==> src/rtl/pix_sched_pkg.sv <==
// Shared types and helpers for the pixel burst scheduler.
// Latency: n/a (types, constants and pure functions only).
// Backpressure: n/a.
package pix_sched_pkg;

  typedef enum logic [1:0] {
    ST_IDLE      = 2'd0,
    ST_ISSUE     = 2'd1,
    ST_WAIT_DONE = 2'd2
  } sched_state_t;

  typedef enum logic {
    GNT_RD = 1'b0,
    GNT_WR = 1'b1
  } grant_t;

  localparam int unsigned BYTES_PER_WORD = 4;

  // Command latched at grant time and held until the slave accepts it
  typedef struct packed {
    logic        write;
    logic [31:0] addr;
  } cmd_t;

  function automatic logic [31:0] burst_bytes(input int unsigned beats);
    return 32'(beats * BYTES_PER_WORD);
  endfunction

endpackage

==> src/rtl/pix_burst_scheduler_if.sv <==
// Burst command channel between the scheduler and the AXI master.
// Latency: n/a (wiring only).
// Backpressure: cmd_valid holds until cmd_ready; cmd_done closes each burst.
interface pix_burst_scheduler_if;
  logic        cmd_valid;
  logic        cmd_ready;
  logic        cmd_write;
  logic [31:0] cmd_addr;
  logic [7:0]  cmd_len;
  logic        cmd_done;

  modport master (
    output cmd_valid, cmd_write, cmd_addr, cmd_len,
    input  cmd_ready, cmd_done
  );

  modport slave (
    input  cmd_valid, cmd_write, cmd_addr, cmd_len,
    output cmd_ready, cmd_done
  );
endinterface

==> src/rtl/fb_pingpong_ctrl.sv <==
// Ping-pong frame buffer selection: writer/reader buffers, last complete frame, drop pulse.
// Latency: 1 cycle from an applied frame-start strobe to updated selects / frame_drop.
// Backpressure: none; strobes are applied by the caller only when their direction is idle.
module fb_pingpong_ctrl (
  input  logic clk,
  input  logic rst_n,
  input  logic wr_start,
  input  logic rd_start,
  input  logic wr_complete,
  output logic wr_buf_sel,
  output logic rd_buf_sel,
  output logic frame_valid,
  output logic frame_drop
);

  logic last_complete;
  logic frame_done;
  logic last_next;
  logic rd_next;

  // Write side resolves first so a simultaneous reader start picks up the fresh frame,
  // then the writer is pointed away from whatever the reader will be using.
  assign frame_done = wr_start && wr_complete;
  assign last_next  = frame_done ? wr_buf_sel : last_complete;
  assign rd_next    = rd_start ? last_next : rd_buf_sel;

  // Buffer ownership and frame status registers
  always_ff @(posedge clk or negedge rst_n) begin
    if (!rst_n) begin
      wr_buf_sel    <= 1'b0;
      rd_buf_sel    <= 1'b1;
      last_complete <= 1'b0;
      frame_valid   <= 1'b0;
      frame_drop    <= 1'b0;
    end else begin
      rd_buf_sel    <= rd_next;
      last_complete <= last_next;
      frame_drop    <= wr_start && !wr_complete;
      if (frame_done) begin
        wr_buf_sel  <= ~rd_next;
        frame_valid <= 1'b1;
      end
    end
  end

endmodule

==> src/rtl/pix_burst_scheduler.sv <==
// Arbitrates capture-drain writes and DSI-fill reads onto one burst command port.
// Latency: grant 1 cycle after eligibility; next grant 2 cycles after cmd_done.
// Backpressure: cmd_valid/addr held until cmd_ready; one burst in flight until cmd_done.
module pix_burst_scheduler
  import pix_sched_pkg::*;
#(
  parameter logic [31:0] FB0_BASE    = 32'h0000_0000,
  parameter logic [31:0] FB1_BASE    = 32'h0012_C000,
  parameter int unsigned FRAME_WORDS = 307200,
  parameter int unsigned BURST_LEN   = 16,
  parameter int unsigned LVL_W       = 10,
  parameter int unsigned WR_URGENT   = 768
) (
  input  logic             clk,
  input  logic             rst_n,
  input  logic             enable,
  input  logic [LVL_W-1:0] wr_level,
  input  logic             wr_frame_start,
  input  logic [LVL_W-1:0] rd_space,
  input  logic             rd_frame_start,
  pix_burst_scheduler_if.master cmd,
  output logic             wr_buf_sel,
  output logic             rd_buf_sel,
  output logic             frame_valid,
  output logic             frame_drop
);

  localparam logic [31:0] FRAME_BYTES = 32'(FRAME_WORDS * BYTES_PER_WORD);
  localparam logic [31:0] BURST_BYTES = burst_bytes(BURST_LEN);
  localparam logic [31:0] LAST_START  = FRAME_BYTES - BURST_BYTES;

  sched_state_t state;
  grant_t       last_grant;
  cmd_t         cmd_q;
  logic         cmd_valid_q;
  logic [31:0]  wr_off;
  logic [31:0]  rd_off;
  logic         wr_fs_pend;
  logic         rd_fs_pend;

  logic         wr_busy;
  logic         rd_busy;
  logic         wr_fs_apply;
  logic         rd_fs_apply;
  logic         wr_complete;
  logic         wr_elig;
  logic         rd_elig;
  logic         wr_urgent;
  logic         gnt_wr;
  logic         grant_go;
  logic [31:0]  gnt_addr;

  // Offsets stop at the frame end instead of wrapping into the next buffer
  function automatic logic [31:0] step_off(input logic [31:0] off);
    return (off >= LAST_START) ? FRAME_BYTES : off + BURST_BYTES;
  endfunction

  function automatic logic [31:0] buf_base(input logic sel);
    return sel ? FB1_BASE : FB0_BASE;
  endfunction

  assign wr_busy     = (state != ST_IDLE) && cmd_q.write;
  assign rd_busy     = (state != ST_IDLE) && !cmd_q.write;
  // A frame start touching the direction with a burst in flight waits until that burst closes
  assign wr_fs_apply = (wr_frame_start || wr_fs_pend) && !wr_busy;
  assign rd_fs_apply = (rd_frame_start || rd_fs_pend) && !rd_busy;
  assign wr_complete = (wr_off == FRAME_BYTES);

  assign wr_elig   = (32'(wr_level) >= 32'(BURST_LEN)) && (wr_off < FRAME_BYTES);
  assign rd_elig   = frame_valid && (32'(rd_space) >= 32'(BURST_LEN)) && (rd_off < FRAME_BYTES);
  assign wr_urgent = (32'(wr_level) >= 32'(WR_URGENT));

  // Grant selection: urgent write wins, otherwise alternate, lone requester always wins
  always_comb begin
    gnt_wr = 1'b0;
    if (wr_elig && wr_urgent) begin
      gnt_wr = 1'b1;
    end else if (wr_elig && rd_elig) begin
      gnt_wr = (last_grant == GNT_RD);
    end else begin
      gnt_wr = wr_elig;
    end
  end

  // Offsets and buffer selects move in a cycle with an applied frame start, so skip
  // arbitration for that one cycle rather than latch a stale address.
  assign grant_go = enable && (wr_elig || rd_elig) && !wr_fs_apply && !rd_fs_apply;
  assign gnt_addr = gnt_wr ? (buf_base(wr_buf_sel) + wr_off) : (buf_base(rd_buf_sel) + rd_off);

  // Command FSM with registered command outputs and burst offsets
  always_ff @(posedge clk or negedge rst_n) begin
    if (!rst_n) begin
      state       <= ST_IDLE;
      last_grant  <= GNT_RD;
      cmd_valid_q <= 1'b0;
      cmd_q.write <= 1'b0;
      cmd_q.addr  <= FB0_BASE;
      wr_off      <= '0;
      rd_off      <= '0;
    end else begin
      case (state)
        ST_IDLE: begin
          if (grant_go) begin
            cmd_valid_q <= 1'b1;
            cmd_q.write <= gnt_wr;
            cmd_q.addr  <= gnt_addr;
            last_grant  <= gnt_wr ? GNT_WR : GNT_RD;
            state       <= ST_ISSUE;
          end
        end
        ST_ISSUE: begin
          if (cmd.cmd_ready) begin
            cmd_valid_q <= 1'b0;
            state       <= ST_WAIT_DONE;
          end
        end
        ST_WAIT_DONE: begin
          if (cmd.cmd_done) begin
            if (cmd_q.write) wr_off <= step_off(wr_off);
            else             rd_off <= step_off(rd_off);
            state <= ST_IDLE;
          end
        end
        default: begin
          cmd_valid_q <= 1'b0;
          state       <= ST_IDLE;
        end
      endcase
      // Never collides with the increment above: apply requires that direction idle
      if (wr_fs_apply) wr_off <= '0;
      if (rd_fs_apply) rd_off <= '0;
    end
  end

  // Frame-start pulses seen while their direction is busy are remembered until it idles
  always_ff @(posedge clk or negedge rst_n) begin
    if (!rst_n) begin
      wr_fs_pend <= 1'b0;
      rd_fs_pend <= 1'b0;
    end else begin
      wr_fs_pend <= wr_busy ? (wr_fs_pend || wr_frame_start) : 1'b0;
      rd_fs_pend <= rd_busy ? (rd_fs_pend || rd_frame_start) : 1'b0;
    end
  end

  fb_pingpong_ctrl u_fb (
    .clk         (clk),
    .rst_n       (rst_n),
    .wr_start    (wr_fs_apply),
    .rd_start    (rd_fs_apply),
    .wr_complete (wr_complete),
    .wr_buf_sel  (wr_buf_sel),
    .rd_buf_sel  (rd_buf_sel),
    .frame_valid (frame_valid),
    .frame_drop  (frame_drop)
  );

  assign cmd.cmd_valid = cmd_valid_q;
  assign cmd.cmd_write = cmd_q.write;
  assign cmd.cmd_addr  = cmd_q.addr;
  assign cmd.cmd_len   = 8'(BURST_LEN - 1);

endmodule

==> src/flat_wrapper.sv <==
// flat-port wrapper written by rule: the top's interface ports become plain ports
module pix_burst_scheduler_flat import pix_sched_pkg::*;
#(
  parameter logic [31:0] FB0_BASE    = 32'h0000_0000,
  parameter logic [31:0] FB1_BASE    = 32'h0012_C000,
  parameter int unsigned FRAME_WORDS = 307200,
  parameter int unsigned BURST_LEN   = 16,
  parameter int unsigned LVL_W       = 10,
  parameter int unsigned WR_URGENT   = 768
)
  (clk, rst_n, enable, wr_level, wr_frame_start, rd_space, rd_frame_start, wr_buf_sel, rd_buf_sel, frame_valid, frame_drop, cmd_cmd_valid, cmd_cmd_write, cmd_cmd_addr, cmd_cmd_len, cmd_cmd_ready, cmd_cmd_done);
  pix_burst_scheduler_if cmd_i ();
  input  logic clk;
  input  logic rst_n;
  input  logic enable;
  input  logic [LVL_W-1:0] wr_level;
  input  logic wr_frame_start;
  input  logic [LVL_W-1:0] rd_space;
  input  logic rd_frame_start;
  output logic wr_buf_sel;
  output logic rd_buf_sel;
  output logic frame_valid;
  output logic frame_drop;
  output wire logic [$bits(cmd_i.cmd_valid)-1:0] cmd_cmd_valid;
  output wire logic [$bits(cmd_i.cmd_write)-1:0] cmd_cmd_write;
  output wire logic [$bits(cmd_i.cmd_addr)-1:0] cmd_cmd_addr;
  output wire logic [$bits(cmd_i.cmd_len)-1:0] cmd_cmd_len;
  input wire logic [$bits(cmd_i.cmd_ready)-1:0] cmd_cmd_ready;
  input wire logic [$bits(cmd_i.cmd_done)-1:0] cmd_cmd_done;
  assign cmd_cmd_valid = cmd_i.cmd_valid;
  assign cmd_cmd_write = cmd_i.cmd_write;
  assign cmd_cmd_addr = cmd_i.cmd_addr;
  assign cmd_cmd_len = cmd_i.cmd_len;
  assign cmd_i.cmd_ready = cmd_cmd_ready;
  assign cmd_i.cmd_done = cmd_cmd_done;
  pix_burst_scheduler #(.FB0_BASE(FB0_BASE), .FB1_BASE(FB1_BASE), .FRAME_WORDS(FRAME_WORDS), .BURST_LEN(BURST_LEN), .LVL_W(LVL_W), .WR_URGENT(WR_URGENT)) u_core (.clk(clk), .rst_n(rst_n), .enable(enable), .wr_level(wr_level), .wr_frame_start(wr_frame_start), .rd_space(rd_space), .rd_frame_start(rd_frame_start), .cmd(cmd_i), .wr_buf_sel(wr_buf_sel), .rd_buf_sel(rd_buf_sel), .frame_valid(frame_valid), .frame_drop(frame_drop));
endmodule
==> config.mk <==
export PLATFORM = sky130hd
export DESIGN_NAME = pix_burst_scheduler_flat
export DESIGN_NICKNAME = d
export VERILOG_FILES = /design/src/rtl/pix_sched_pkg.sv /design/src/rtl/pix_burst_scheduler_if.sv /design/src/rtl/fb_pingpong_ctrl.sv /design/src/rtl/pix_burst_scheduler.sv /design/src/flat_wrapper.sv
export SDC_FILE = /design/constraint.sdc
export NUM_CORES = 1
export LEC_CHECK = 0
export ABC_CLOCK_PERIOD_IN_PS = 2000
export BUFFER_PORTS_ARGS = -buffer_cell sky130_fd_sc_hd__buf_2
export CORE_MARGIN = 5
export CORE_UTILIZATION = 35
export DETAILED_ROUTE_END_ITERATION = 16
export GPL_TIMING_DRIVEN = 1
export PLACE_DENSITY_LB_ADDON = 0.25
export SYNTH_ARGS = -nofsm -noshare
export SYNTH_HDL_FRONTEND = slang
export SYNTH_HIERARCHICAL = 1
export SYNTH_SLANG_ARGS = --single-unit
==> constraint.sdc <==
create_clock -name clk -period 2 [get_ports clk]
set_input_delay 0.4 -clock clk [delete_from_list [all_inputs] [get_ports clk]]
set_output_delay 0.4 -clock clk [all_outputs]
set_load 0.01 [all_outputs]
After elaboration in Yosys (flattened, before gate mapping)
Cells that the tools add are included.
Storage, ports and cells
  register bits after elaboration: 108
  output and inout port bits: 46
  logic and storage cells: 97
Cells by class
  $add $sub $neg: 4
  $lt $le $gt $ge: 7
  equality and inequality tests: 7
  multiplexer cells: 27
  bitwise operators: 3
  reductions and logical operators: 35
Operators by type and width (number)
  two-way mux 32 bit: 11
  adder 32 bit: 2
  adder 32 x 7 -> 32 bit, second input constant: 2
  greater-or-equal comparator 32 x 21 -> 1 bit, second input constant: 2
  < comparator 32 x 21 -> 1 bit, second input constant: 2
  two-way mux 21 bit: 2
  == test 32 x 21 -> 1 bit, second input constant: 1
  greater-or-equal comparator 10 x 5 -> 1 bit, second input constant: 2
  logical AND 1 bit: 14
  AND reduction 3 bit: 4
  nonzero test 2 bit: 6
  greater-or-equal comparator 10 bit, second input constant: 1
  two-way mux 1 bit: 9
  logical NOT 1 bit: 6
  two-way mux 2 bit: 3
  inequality test 2 bit, second input constant: 3
  case mux 2 bit (3 select lines): 1
  logical OR 1 bit: 3
  NOT 1 bit: 3
  case mux 1 bit (3 select lines): 1
  == test 2 x 1 -> 1 bit, second input constant: 1
  == test 2 bit, second input constant: 1
  logical NOT 2 bit: 1
  inequality test 2 x 1 -> 1 bit, second input constant: 1
  AND reduction 2 bit: 1

Logic depth before layout (Yosys ltp)
Gate-level depths: netlist of run 1.
  word-level depth: 9
  mapped depth: 9

Modules after synthesis
Netlist of run 1, hierarchy kept.
By module, submodules not included
  pix_burst_scheduler: times used 1, cells an instance 467, area each 4620.7 um^2
  fb_pingpong_ctrl: times used 1, cells an instance 15, area each 196.4 um^2

Worst setup path after synthesis of run 1
No wires, ideal clock.
  path kind: register to register
  start: register u_core.rd_off[16]
  end: register u_core.cmd_q (netlist bit u_core/cmd.cmd_addr[17])
  data arrival time: 1945 ps
  required time: 1875 ps
  slack: -69 ps
  cell stages (with the launch flop): 8
  clock period less this slack: 2069 ps
  cells stage by stage: dfrtp_1 > buf_6 > a211oi_1 > o2111ai_1 > or3_1 > a21oi_2 > buf_4 > mux2_2
Between the ends
  cells in the longest elaborated chain, start to end: 7
  elaborated cells between the ends (all ways): 12
  classes of those cells: add/sub: 1; order compare: 1; mux: 3; reduce/logical: 7
Ends and longest elaborated chain
  from (decl): RTL line pix_burst_scheduler.sv:37  | logic [31:0] rd_off;
  from (signal assigned): RTL line pix_burst_scheduler.sv:120  | else rd_off <= step_off(rd_off);
  < comparator 32 x 21 -> 1 bit: RTL line pix_burst_scheduler.sv:70  | assign rd_elig = frame_valid && (32'(rd_space) >= 32'(BURST_LEN)) && (rd_off < FRAME_BYTES);
  logical AND 1 bit: RTL line pix_burst_scheduler.sv:70
  logical OR 1 bit: RTL line pix_burst_scheduler.sv:87  | assign grant_go = enable && (wr_elig || rd_elig) && !wr_fs_apply && !rd_fs_apply;
  logical AND 1 bit (3 in series): RTL line pix_burst_scheduler.sv:87
  AND reduction 2 bit (no source line)
  to (decl): RTL line pix_burst_scheduler.sv:34  | cmd_t cmd_q;
Several ways; a longest one is shown, not always the timed one.
A chain may end at the register's enable or synchronous reset.

Worst setup path after layout of run 1
  start: register u_core.wr_off[29]
  end: register u_core.cmd_q (netlist bit u_core/cmd.cmd_addr[11])
Between the ends
  cells in the longest elaborated chain, start to end: 7
  elaborated cells between the ends (all ways): 12
  classes of those cells: order compare: 1; mux: 3; reduce/logical: 8
Ends and longest elaborated chain
  from (decl): RTL line pix_burst_scheduler.sv:36  | logic [31:0] wr_off;
  from (signal assigned): RTL line pix_burst_scheduler.sv:119  | if (cmd_q.write) wr_off <= step_off(wr_off);
  < comparator 32 x 21 -> 1 bit *: RTL line pix_burst_scheduler.sv:69  | assign wr_elig = (32'(wr_level) >= 32'(BURST_LEN)) && (wr_off < FRAME_BYTES);
  logical AND 1 bit *: RTL line pix_burst_scheduler.sv:69
  logical OR 1 bit: RTL line pix_burst_scheduler.sv:87
  logical AND 1 bit (3 in series): RTL line pix_burst_scheduler.sv:87
  AND reduction 2 bit (no source line)
Mark *: on every way between the ends. The rest lies on a longest branch, timed or not.

==> results.cfg, run 1 <==
[clock_network]
cts_buffer_depth = 2
cts_hold_buf = 0
cts-root-buf = clkbuf_16
cts.sinks = 89
path_clk_slew_ps = 70
cts_tree = built
clk_latency_ps = 340
cts-buffers-inserted = 9
htree_levels = 3

[placement]
hpwl_um = 9140
dp.cells = 772
portBuffers = 50
place_ws_ps = -302
gp_congestion = 0.860

[global_route]
first_global_vias = 4071
grt_overflow = 0
antenna_found_initial = 0
grt.total_usage = 0.155
grt_pass1_wl_um = 20200
grt_max_degree = 35

[routing]
antenna_left = 0
wl_met3_um = 602
drt_iter0_drc = 248
wl_met1_um = 6180
wl_met2_um = 5830
routedWlPerCell_um = 16.0
finalWirelength_um = 12800
topRoutingLayerUsed = met4
drt_pass1_iterations = 4
vias = 4077
avgViaCountPerCell = 5.09
drcViolationCount = 0

[timing]
fin_crit_ps = 2120
hold_violations = 0
setup_viol = 31
period_share = 1.06
slew_violations = 0
finClkSkew_ps = 6.74
max_freq_mhz = 471
rsz0062_at_grt = true
setup_slack_ps = -125
holdWs_ps = 17.7

[finish]
layout_commonest_cell = buf_4
num_antenna_cells = 0
instances_no_fill = 801
synthToLayoutAreaGrowth_pct = 36.7
mostFrequentLayoutCells = buf_4, dfrtp_1, buf_2
nets = 660
drive_gt1_frac = 0.386

[critical_path]
cp_slowest_stage_delay_ps = 400
critPathMaxFanout = 6
worst_ep_required_time_ps = 2230
crit_path_frequent_cell = buf_12
arrival_ps = 2360
startpoint_type = flop
cp_slowest_cell = dfrtp_1
cp.buffers_inverters = 2
worstSetupPathType = reg -> reg
crit_family = compound AO/OA/AOI/OAI gates
crit_chain = nor4_4 > o2111a_2 > o311ai_4 > a31oi_4 > buf_12 > buf_12 > mux2i_2 > a21oi_2
cp-end-kind = flop

[synth]
synth_largest_area_cell = dfrtp_1
netlist_area_sq_mm = 0.00482
synthCells = 482
synthFlopType = dfrtp_1
synth_seq_cells = 89
syn_avg_cell_area_sq_um = 9.99
synth_async_sr_flop_share = 1.00
netlist_top_cells_area = dfrtp_1, mux2i_1, nor2_1
synth_edf_count = 0
seq_area_frac_synth = 0.463
synthDominantCellAreaShare = 0.457
ys_warn_count = 6
synth_cell_types = 64

[run_status]
violations = negative setup slack
outcome = finished with violations

[job]
max_cap_viol_count = 0

[power]
ir_drop_v = 0.000395
p_total_mw = 4.58
switchingPower_mw = 1.36
pwr-share-clk = 0.343
power.density_mw_per_mm2 = 695
intPower_mw = 3.22
p_sw_frac = 0.297
seqPwrFrac = 0.444
p_leak_nw = 3.14
comb_power_share = 0.213

[die]
core_area_sq_mm = 0.0133
row_count = 42
die_area_sq_mm = 0.0162
die_h_um = 127
start_util = 0.361
io_pins = 73
die_x_um = 127

[worst_hold_path]
hold_path_class = in -> async
layer usage:
| metal | vias to the layer above | track usage |
|---|---|---|
| met2 | 98 | 0.236 |
| li1 | 1972 | - |
| met3 | 15 | 0.0275 |
| met5 | - | 0 |
| met1 | 1992 | 0.218 |
| met4 | 0 | 0.0656 |
area by class of cell:
| type | instances | area (sq um) |
|---|---|---|
| clock buffers | 11 | 243 |
| clock inverters | 5 | 31.3 |
| fillers | 1262 | 6760 |
| inverters | 18 | 67.6 |
| multi-input cells | 353 | 2640 |
| flip-flops and latches | 89 | 2230 |
| well taps | 176 | 220 |
| repair buffers | 149 | 1150 |
cell usage after synthesis, drive strengths merged (6+ instances only):
cell	n
dfrtp	88
nor2	45
nand2	36
buf	29
a21oi	27
o21ai	25
nor2b	19
inv	18
mux2i	18
nand3	15
nand4	15
and2	13
xor2	12
ha	11
nor3	10
xnor2	9
and3	6
mux2	6
flip-flops by register name (all words and copies together), names as in the netlist:
signal	count
u_core/u_fb/rd_buf_sel	1
u_core/wr_off	26
u_core/cmd.cmd_valid	1
u_core/u_fb/frame_valid	1
u_core/state	2
u_core/last_grant	1
u_core/rd_fs_pend	1
u_core/u_fb/last_complete	1
u_core/u_fb/wr_buf_sel	1
u_core/wr_fs_pend	1
u_core/rd_off	26
u_core/cmd.cmd_addr	26
u_core/u_fb/frame_drop	1
stage by stage:
stage | instance area (sq um) | utilization | TNS (ps)
5_1_grt | 6590 | 0.493 | -5360
4_1_cts | 6200 | 0.464 | -2190
3_3_place_gp | 5830 | 0.436 | -5910
6_report | 6590 | 0.493 | -1920
3_5_place_dp | 5830 | 0.436 | -7420
2_1_floorplan | 4870 | - | -630
power groups by stage:
| stage | Sequential (mW) | Clock (mW) | Combinational [mW] |
|---|---|---|---|
| global route | 2.06 | 1.69 | 1.07 |
| CTS | 2.03 | 1.62 | 0.894 |
| global placement | 2.06 | 0 | 0.867 |
| detailed placement | 2.06 | 0 | 0.886 |
| finish | 2.03 | 1.57 | 0.974 |
| floorplan | 2.11 | 0 | 0.420 |
final timing paths:
kind                                             startpoint                                   to  slack, ps  depth (start not counted)
min in group clk                               cmd_cmd_done          u_core/state[1]$_DFFE_PN0P_        310                          2
max reg2reg                   u_core/wr_off[29]$_DFFE_PN0P_  u_core/cmd.cmd_addr[11]$_DFFE_PN0P_       -120                          8
max                           u_core/wr_off[29]$_DFFE_PN0P_  u_core/cmd.cmd_addr[11]$_DFFE_PN0P_       -120                          8
min reg2reg                u_core/cmd.cmd_valid$_DFFE_PN0P_     u_core/cmd.cmd_valid$_DFFE_PN0P_        490                          1
min                                                   rst_n  u_core/cmd.cmd_addr[28]$_DFFE_PN0P_         20                          1
max in group asynchronous                             rst_n        u_core/rd_off[17]$_DFFE_PN0P_       1400                          2
worst reg2reg max path, cell delays in order, from the launching register on:
cell and delay [ps]:
dfrtp_1 400, nor4_4 310, o2111a_2 300, o311ai_4 140, a31oi_4 280, buf_12 170, buf_12 130, mux2i_2 210
a21oi_2 70
kinds of logic after synthesis:
kind of cell             count (synthesis)  share of synthesized area
other                                    2                    0.00156
AO/OA/AOI/OAI                           98                      0.146
XOR/XNOR                                21                     0.0382
adder cells (fa/ha/maj)                 13                     0.0369
multiplexers                            24                     0.0514
buffers and inverters                   52                     0.0631
flip-flops                              89                      0.463
AND/OR/NAND/NOR                        183                      0.200
what timing repair did:
action                                  CTS  global route
resized for setup                        14            76
setup buffers                             3             7
pin swaps                                 6            26
endpoints found under the setup margin   37            60
gates cloned                              0             3
Note: power is estimated with default switching activity, not from simulation.
==> run 2, diff against run 1 <==
- CORE_ASPECT_RATIO: unset -> 0.8
- CORE_MARGIN: 5 -> 3
- SYNTH_HIERARCHICAL: 1 -> unset
==> run 2 against run 1 <==
Against the previous run:
- the run ends with negative hold slack, negative setup slack left
- utilization up 1.3 points
- critical path depth down 1
- non-clock buffer count up 11
- first-iteration DRC count down 11%
- synthesized cell count up 0.62%
- sequential share of layout area down 0.12 points
- critical endpoint is now u_core.cmd.cmd_addr[15]$_DFFE_PN0P_
- sequential power about the same
- maximum frequency down 3.6%
- count of clock-buffer cells in the layout down 2
- total power down 0.45%
- wire length up 2.0%
==> results.cfg, run 2 <==
[global_route]
grt_overflow = 0
met2_usage = 0.258
first_global_vias = 3942
use_met3 = 0.0399
antenna_found_initial = 0
grt_max_degree = 42
busiest_layer = met1
grt_pass1_wl_um = 20500
grt.total_usage = 0.177
grt_util_met1 = 0.269

[placement]
portBuffers = 50
gp_congestion = 0.851
dp.cells = 775
place_area_sq_mm = 0.00575
hpwl_um = 9370
place_ws_ps = -348

[timing]
slew_violations = 0
tightestPinTransition_ps = 521
rsz0062_at_grt = true
finClkSkew_ps = 9.63
relSlewSlack = 0.652
setup_viol = 44
setup_slack_ps = -204
hold_violations = 4
tns_ps = -5180
max_freq_mhz = 454
holdWs_ps = -3.26
fin_crit_ps = 2200
period_share = 1.10

[synth]
seq_area_frac_synth = 0.469
syn_avg_cell_area_sq_um = 9.80
synth_seq_cells = 89
synth_edf_count = 0
synth_async_sr_flop_share = 1.00
ys_warn_count = 0
synth_cell_types = 66
synth_common_cells = dfrtp_1, nor2_1, nand2_1
netlist_top_cells_area = dfrtp_1, nor2_1, mux2i_1
synth_largest_area_cell = dfrtp_1
yosysMostFrequentCell = dfrtp_1
netlist_area_sq_mm = 0.00475
synthDominantCellAreaShare = 0.464
synthCells = 485
synthFlopType = dfrtp_1

[critical_path]
cp-end-kind = flop
reg2reg_depth = 7
critPathMaxFanout = 17
ff2ff_setup_slack_ps = -200
reg2reg_from = u_core.rd_off[23]$_DFFE_PN0P_
worstSetupPathType = reg -> reg
arrival_ps = 2440
worst_ep_required_time_ps = 2230
reg2reg_to = u_core.cmd.cmd_addr[15]$_DFFE_PN0P_
startpoint_type = flop

[die]
die_area_sq_mm = 0.0150
die_x_um = 136
die_h_um = 110
row_count = 37
start_util = 0.364
core_area_sq_mm = 0.0131
io_pins = 73

[routing]
routedWlPerCell_um = 16.1
finalWirelength_um = 13100
antenna_left = 0
drcViolationCount = 0
avgViaCountPerCell = 5.16
drt_pass1_iterations = 5
drt_iter0_drc = 220
vias = 4185

[clock_network]
cts_tree = built
htree_levels = 3
clk_latency_ps = 340
cts.sinks = 89
cts_buffer_depth = 2
path_clk_slew_ps = 70
cts-buffers-inserted = 9
cts-root-buf = clkbuf_16

[finish]
instances_no_fill = 811
layout_commonest_cell = buf_4
n_fill_cell = 1210
mostFrequentLayoutCells = buf_4, dfrtp_1, buf_2
num_antenna_cells = 0
drive_gt1_frac = 0.374
synthToLayoutAreaGrowth_pct = 39.1
nets = 671
stdcell_area_sq_mm = 0.00661

[run_status]
violations = negative hold slack, negative setup slack
outcome = finished with violations

[power]
ir_drop_v = 0.000465
p_leak_nw = 3.23
power.density_mw_per_mm2 = 690
p_total_mw = 4.56

[job]
max_cap_viol_count = 0

[worst_hold_path]
hold_path_class = in -> async
==> run 2: metal layers <==
layer,routed length [um],share of wire
met5,0,0
met1,6650,0.51
met3,651,0.050
met4,104,0.0080
met2,5670,0.43
==> run 2: cell type report <==
cell class / count / area (sq um) / area share
multi-input combinational: 359 / 2570 / 0.388
sequential: 89 / 2230 / 0.338
timing repair buffer: 160 / 1240 / 0.188
clock buffer: 9 / 225 / 0.0341
tap: 175 / 219 / 0.0331
clock inverter: 7 / 78.8 / 0.0119
inverter: 12 / 45.0 / 0.00682
==> run 2: power breakdown <==
part,switching (mW),internal [mW]
sequential,0.0970,1.93
combinational,0.454,0.342
clock,0.754,0.979
==> run 2: worst max-delay path by stage <==
| stage | endpoint | slack [ps] | start |
|---|---|---|---|
| after global placement | u_core.cmd.cmd_addr[19]$_DFFE_PN0P_ | -300 | rd_space[9] |
| final | u_core.cmd.cmd_addr[15]$_DFFE_PN0P_ | -200 | u_core.rd_off[23]$_DFFE_PN0P_ |
| after floorplan | u_core.cmd.cmd_write$_DFFE_PN0P_ | -70 | u_core.rd_off[23]$_DFFE_PN0P_ |
| after global routing | u_core.cmd.cmd_addr[10]$_DFFE_PN0P_ | -290 | u_core.wr_off[16]$_DFFE_PN0P_ |
| after CTS | u_core.cmd.cmd_addr[20]$_DFFE_PN0P_ | -200 | u_core.rd_off[23]$_DFFE_PN0P_ |
| after detailed placement | u_core.cmd.cmd_addr[17]$_DFFE_PN0P_ | -350 | wr_level[5] |
==> run 2: what timing repair did <==
action	4_1_cts	5_1_grt
endpoints found under the hold margin	0	0
setup endpoints to repair	52	68
hold buffers	0	0
buffers inserted	9	10
gates resized for setup	27	57
cloned	2	1
pin swaps	15	18
==> run 2: kinds of logic (layout without fill, tap and decap cells) <==
| family | after synthesis | count (layout) | share of synthesized area |
|---|---|---|---|
| flip-flops | 89 | 89 | 0.469 |
| multiplexers | 23 | 23 | 0.0511 |
| adder cells (fa/ha/maj) | 13 | 13 | 0.0374 |
| other | 2 | 14 | 0.00158 |
| XOR/XNOR | 15 | 15 | 0.0277 |
| AO/OA/AOI/OAI | 109 | 109 | 0.151 |
| buffers and inverters | 50 | 188 | 0.0627 |
| AND/OR/NAND/NOR | 184 | 185 | 0.199 |
==> run 2: worst max-delay path, cell delays in order, from the launching register on <==
cell and delay (ps):
dfrtp_1 390, or3_4 400, a21o_1 180, a2111o_1 340
o21ba_2 250, buf_12 160, mux2i_1 120, mux2_2 260
==> run 2: stage by stage <==
stage	hold slack, ps	util
after floorplan	104	-
after global placement	369	0.441
after detailed placement	380	0.441
after CTS	9.10	0.482
after global routing	17.4	0.506
final	-3.26	0.506
